==> src/rtl/count_chk_pkg.sv <==
// ---------------------------------------------------------------------------
// count_chk_pkg
// Shared definitions for the enable-counter checker slice.
//   DEF_WIDTH   : default width of the observed count bus
//   DEF_ERR_W   : default width of the saturating error counter
//   chk_state_t : checker FSM state encoding (IDLE / SYNC / TRACK)
// ---------------------------------------------------------------------------
package count_chk_pkg;

  localparam int DEF_WIDTH = 4;
  localparam int DEF_ERR_W = 8;

  // IDLE  : no prediction, no compare
  // SYNC  : single cycle that seeds the prediction from the observed count
  // TRACK : compare every cycle and keep re-deriving the prediction
  typedef enum logic [1:0] {
    ST_IDLE  = 2'd0,
    ST_SYNC  = 2'd1,
    ST_TRACK = 2'd2
  } chk_state_t;

endpackage

==> src/rtl/count_checker_sat_counter.sv <==
// ---------------------------------------------------------------------------
// sat_counter
// Saturating up-counter used for the checker's error count.
// Ports:
//   clk   : rising-edge clock
//   rst   : synchronous active-high reset, clears the count
//   clr   : synchronous clear; an increment in the same cycle still counts,
//           so clr && inc leaves the counter at 1
//   inc   : increment request
//   count : current count, sticks at all-ones once reached
// ---------------------------------------------------------------------------
module sat_counter
  import count_chk_pkg::*;
#(
  parameter int W = DEF_ERR_W
) (
  input  logic         clk,
  input  logic         rst,
  input  logic         clr,
  input  logic         inc,
  output logic [W-1:0] count
);

  localparam logic [W-1:0] ONE = W'(1);
  localparam logic [W-1:0] MAX = '1;

  // Clear takes effect first, then the increment of the same cycle is
  // applied on top of it, so a coincident event is never lost.
  always_ff @(posedge clk) begin
    if (rst) begin
      count <= '0;
    end else if (clr) begin
      count <= inc ? ONE : '0;
    end else if (inc && (count != MAX)) begin
      count <= count + ONE;
    end
  end

endmodule

==> config.mk <==
export PLATFORM = sky130hd
export DESIGN_NAME = sat_counter
export DESIGN_NICKNAME = d
export VERILOG_FILES = /design/src/rtl/count_chk_pkg.sv /design/src/rtl/count_checker_sat_counter.sv
export SDC_FILE = /design/constraint.sdc
export NUM_CORES = 1
export LEC_CHECK = 0
export BUFFER_PORTS_ARGS = -buffer_cell sky130_fd_sc_hd__buf_2
export CORE_AREA = 10 10 47 49
export CTS_CLUSTER_SIZE = 24
export DETAILED_ROUTE_END_ITERATION = 6
export DIE_AREA = 0 0 57 59
export SETUP_SLACK_MARGIN = 0.05
export SYNTH_ARGS = -nofsm -noshare
export SYNTH_HDL_FRONTEND = slang
export SYNTH_SLANG_ARGS = --single-unit
==> constraint.sdc <==
create_clock -name clk -period 2.3 [get_ports clk]
set_clock_uncertainty 0.2 [all_clocks]
set_input_delay 0.69 -clock clk [delete_from_list [all_inputs] [get_ports clk]]
set_output_delay 0.69 -clock clk [all_outputs]
set_load 0.03 [all_outputs]
==> impl_metrics.env <==
export IMPL_run_status="finished, final reports clean"
export IMPL_drc_errors=0
export IMPL_leakage_nw=0.229
export IMPL_worstMarginPinSlew_ns=0.461
export IMPL_hpwl_um=836
export IMPL_core_area_mm2=0.00140
export IMPL_path_cells="buf_2"
export IMPL_nets=73
export IMPL_path_class="flip-flop to output pin"
export IMPL_finalSetupViolCount=0
export IMPL_cts_root_buf="clkbuf_4"
export IMPL_combinationalPowerShare_pct=8.8
export IMPL_synth_async_sr_flop_share_pct=0
export IMPL_hold_path_class="flip-flop to flip-flop"
export IMPL_cts_setup_buffers=0
export IMPL_cts_sinks=8
export IMPL_rows=14
export IMPL_syn_to_final_growth_pct=20.3
export IMPL_cts_hold_buf=0
export IMPL_ys_ff_latch=8
export IMPL_cts_reportedPaths_clkPinSlew_ns=0.05
export IMPL_ys_top_cells_by_area="dfxtp_1, mux2i_1, a31oi_1, a21oi_1, nand2_1"
export IMPL_globalRouteTotalUtil_pct=7.42
export IMPL_worst_path_max_delay_cell="dfxtp_1"
export IMPL_path_depth=1
export IMPL_drt_wl_total_um=1150
export IMPL_drt_iter0_markers=12
export IMPL_ir_worst_vdd_mv=0.245
export IMPL_final_max_slew_viol_count=0
export IMPL_wl_per_cell_um=14.0
export IMPL_sw_frac_of_total_pct=23.5
export IMPL_cts_tree="yes"
export IMPL_cap_violations=0
export IMPL_synth_top_area_cell="dfxtp_1"
export IMPL_synth_most_common_cell="dfxtp_1"
export IMPL_num_antenna_cells=0
export IMPL_overflow=0
export IMPL_worst_path_buf_inv=1
export IMPL_dieWidth_um=57
export IMPL_power_net_switching_w=0.0000645
export IMPL_grt_max_degree=9
export IMPL_power_density_mw_per_mm2=514
export IMPL_power_frac_clock_pct=38.9
export IMPL_drive_gt1_share_pct=24.2
export IMPL_avgSynthCellArea_um2=8.38
export IMPL_p_seq_share_pct=52.3
export IMPL_placed_area_um2=512
export IMPL_ys_top_cells_by_count="dfxtp_1, nand2_1, a21oi_1, a31oi_1, inv_1"
export IMPL_arrival_ns=0.98
export IMPL_power_internal_w=0.000210
export IMPL_synthCells=53
export IMPL_design_area_um2=534
export IMPL_path_max_fanout=8
export IMPL_largest_reg_flops=8
export IMPL_required_ns=1.41
export IMPL_rrSetupSlack_ns=0.71
export IMPL_hold_violations=0
export IMPL_drtAntennaViolNets=0
export IMPL_clock_latency_ns=0.25
export IMPL_drt_vias_per_instance=5.57
export IMPL_ff2ff_path_depth=4
export IMPL_synth_edf_count=0
export IMPL_start_kind="flip-flop"
export IMPL_numPortBuffers=11
export IMPL_initial_core_util_pct=31.7
export IMPL_die_area_mm2=0.00336
export IMPL_synth_fp_nets=58
export IMPL_antenna_found_initial=0
export IMPL_clockBufferDepth=2
export IMPL_tns_ns=0
export IMPL_grt_pass1_wl_um=2040
export IMPL_rsz0062_at_grt="no"
export IMPL_cts_resized=0
export IMPL_relSlewSlack_pct=69.1
export IMPL_pin_count=12
export IMPL_finalCriticalPeriod_ns=1.87
export IMPL_gp_congestion=0.726
export IMPL_critPathMaxStageDelay_ns=0.47
export IMPL_critPathCaptureType="output pin"
export IMPL_whs_path_depth=2
export IMPL_die_h_um=59
export IMPL_synth_seq_area_share_pct=36.1
export IMPL_critical_path_top_delay_family="flip-flops"
export IMPL_top_register="count"
export IMPL_top_regs="count: 8 flops"
export IMPL_h_tree_depth=1
export IMPL_drtPass1Iterations=3
export IMPL_first_global_vias=448
export IMPL_timing_fmax_mhz=536
export IMPL_vias=457
export IMPL_p_total_w=0.000275
export IMPL_yosysWarnings=0
export IMPL_synth_cell_types=25
export IMPL_synth_area_um2=444
export IMPL_synth_top_area_share_pct=36.1
export IMPL_numCtsBuffers=3
export IMPL_period_share_pct=81.2
export IMPL_synth_top_flop_cell="dfxtp_1"
==> path summary, 6_finish.rpt <==
kind	from	end
max	count[7]$_SDFFE_PP0P_	count[7]
min	count[1]$_SDFFE_PP0P_	count[1]$_SDFFE_PP0P_
max reg2reg	count[0]$_SDFFE_PP0P_	count[4]$_SDFFE_PP0P_
min reg2reg	count[1]$_SDFFE_PP0P_	count[1]$_SDFFE_PP0P_
==> per-layer routing <==
metal | up-vias | GRT usage (%) | routed length, um
met2 | 14 | 11.2 | 479
met4 | 0 | 3.02 | 9
met1 | 207 | 8.16 | 552
li1 | 234 | - | -
met3 | 2 | 4.72 | 103
met5 | - | 0 | 0
==> power groups by stage <==
stage | combinational [W] | clock, W | sequential, W
3_3_place_gp | 0.0000243 | 0 | 0.000146
5_1_grt | 0.0000268 | 0.000117 | 0.000144
3_5_place_dp | 0.0000241 | 0 | 0.000146
6_report | 0.0000243 | 0.000107 | 0.000144
2_1_floorplan | 0.0000110 | 0 | 0.000150
4_1_cts | 0.0000243 | 0.000113 | 0.000143
==> area by class of cell <==
class | count | area [um2]
tap | 16 | 20.0
sequential | 8 | 160
inverter | 4 | 15.0
fill | 153 | 867
multi-input combinational | 40 | 262
clock buffer | 3 | 22.5
timing repair buffer | 11 | 55.1
==> placed cells by master, fill, tap and decap left out, types with 2 or more instances in the layout <==
| master | instances |
|---|---|
| nand3_1 | 2 |
| dfxtp_1 | 8 |
| a31oi_1 | 4 |
| nand2_1 | 5 |
| o21ai_0 | 2 |
| nand4_1 | 3 |
| buf_2 | 11 |
| and4_1 | 2 |
| nor2_1 | 2 |
| clkbuf_4 | 3 |
| a21oi_1 | 4 |
| inv_1 | 4 |
| mux2i_1 | 3 |
==> stage by stage <==
| step | std cells | hold slack, ns | util (%) | setup WS (ns) |
|---|---|---|---|---|
| 2_1_floorplan | 53 | 0.410 | - | 0.662 |
| 3_3_place_gp | 79 | 0.304 | 36.5 | 0.400 |
| 3_5_place_dp | 79 | 0.306 | 36.5 | 0.448 |
| 4_1_cts | 82 | 0.318 | 38.1 | 0.425 |
| 5_1_grt | 82 | 0.339 | 38.1 | 0.363 |
| 6_report | 82 | 0.318 | 38.1 | 0.433 |
==> kinds of logic after synthesis <==
logic type               after synthesis  share of synthesized area, %
adder cells (fa/ha/maj)                1                          2.82
AO/OA/AOI/OAI                         15                          22.3
buffers and inverters                  5                          5.07
flip-flops                             8                          36.1
multiplexers                           3                          6.76
AND/OR/NAND/NOR                       21                          27.1
Power figures use the tool's default switching activity.
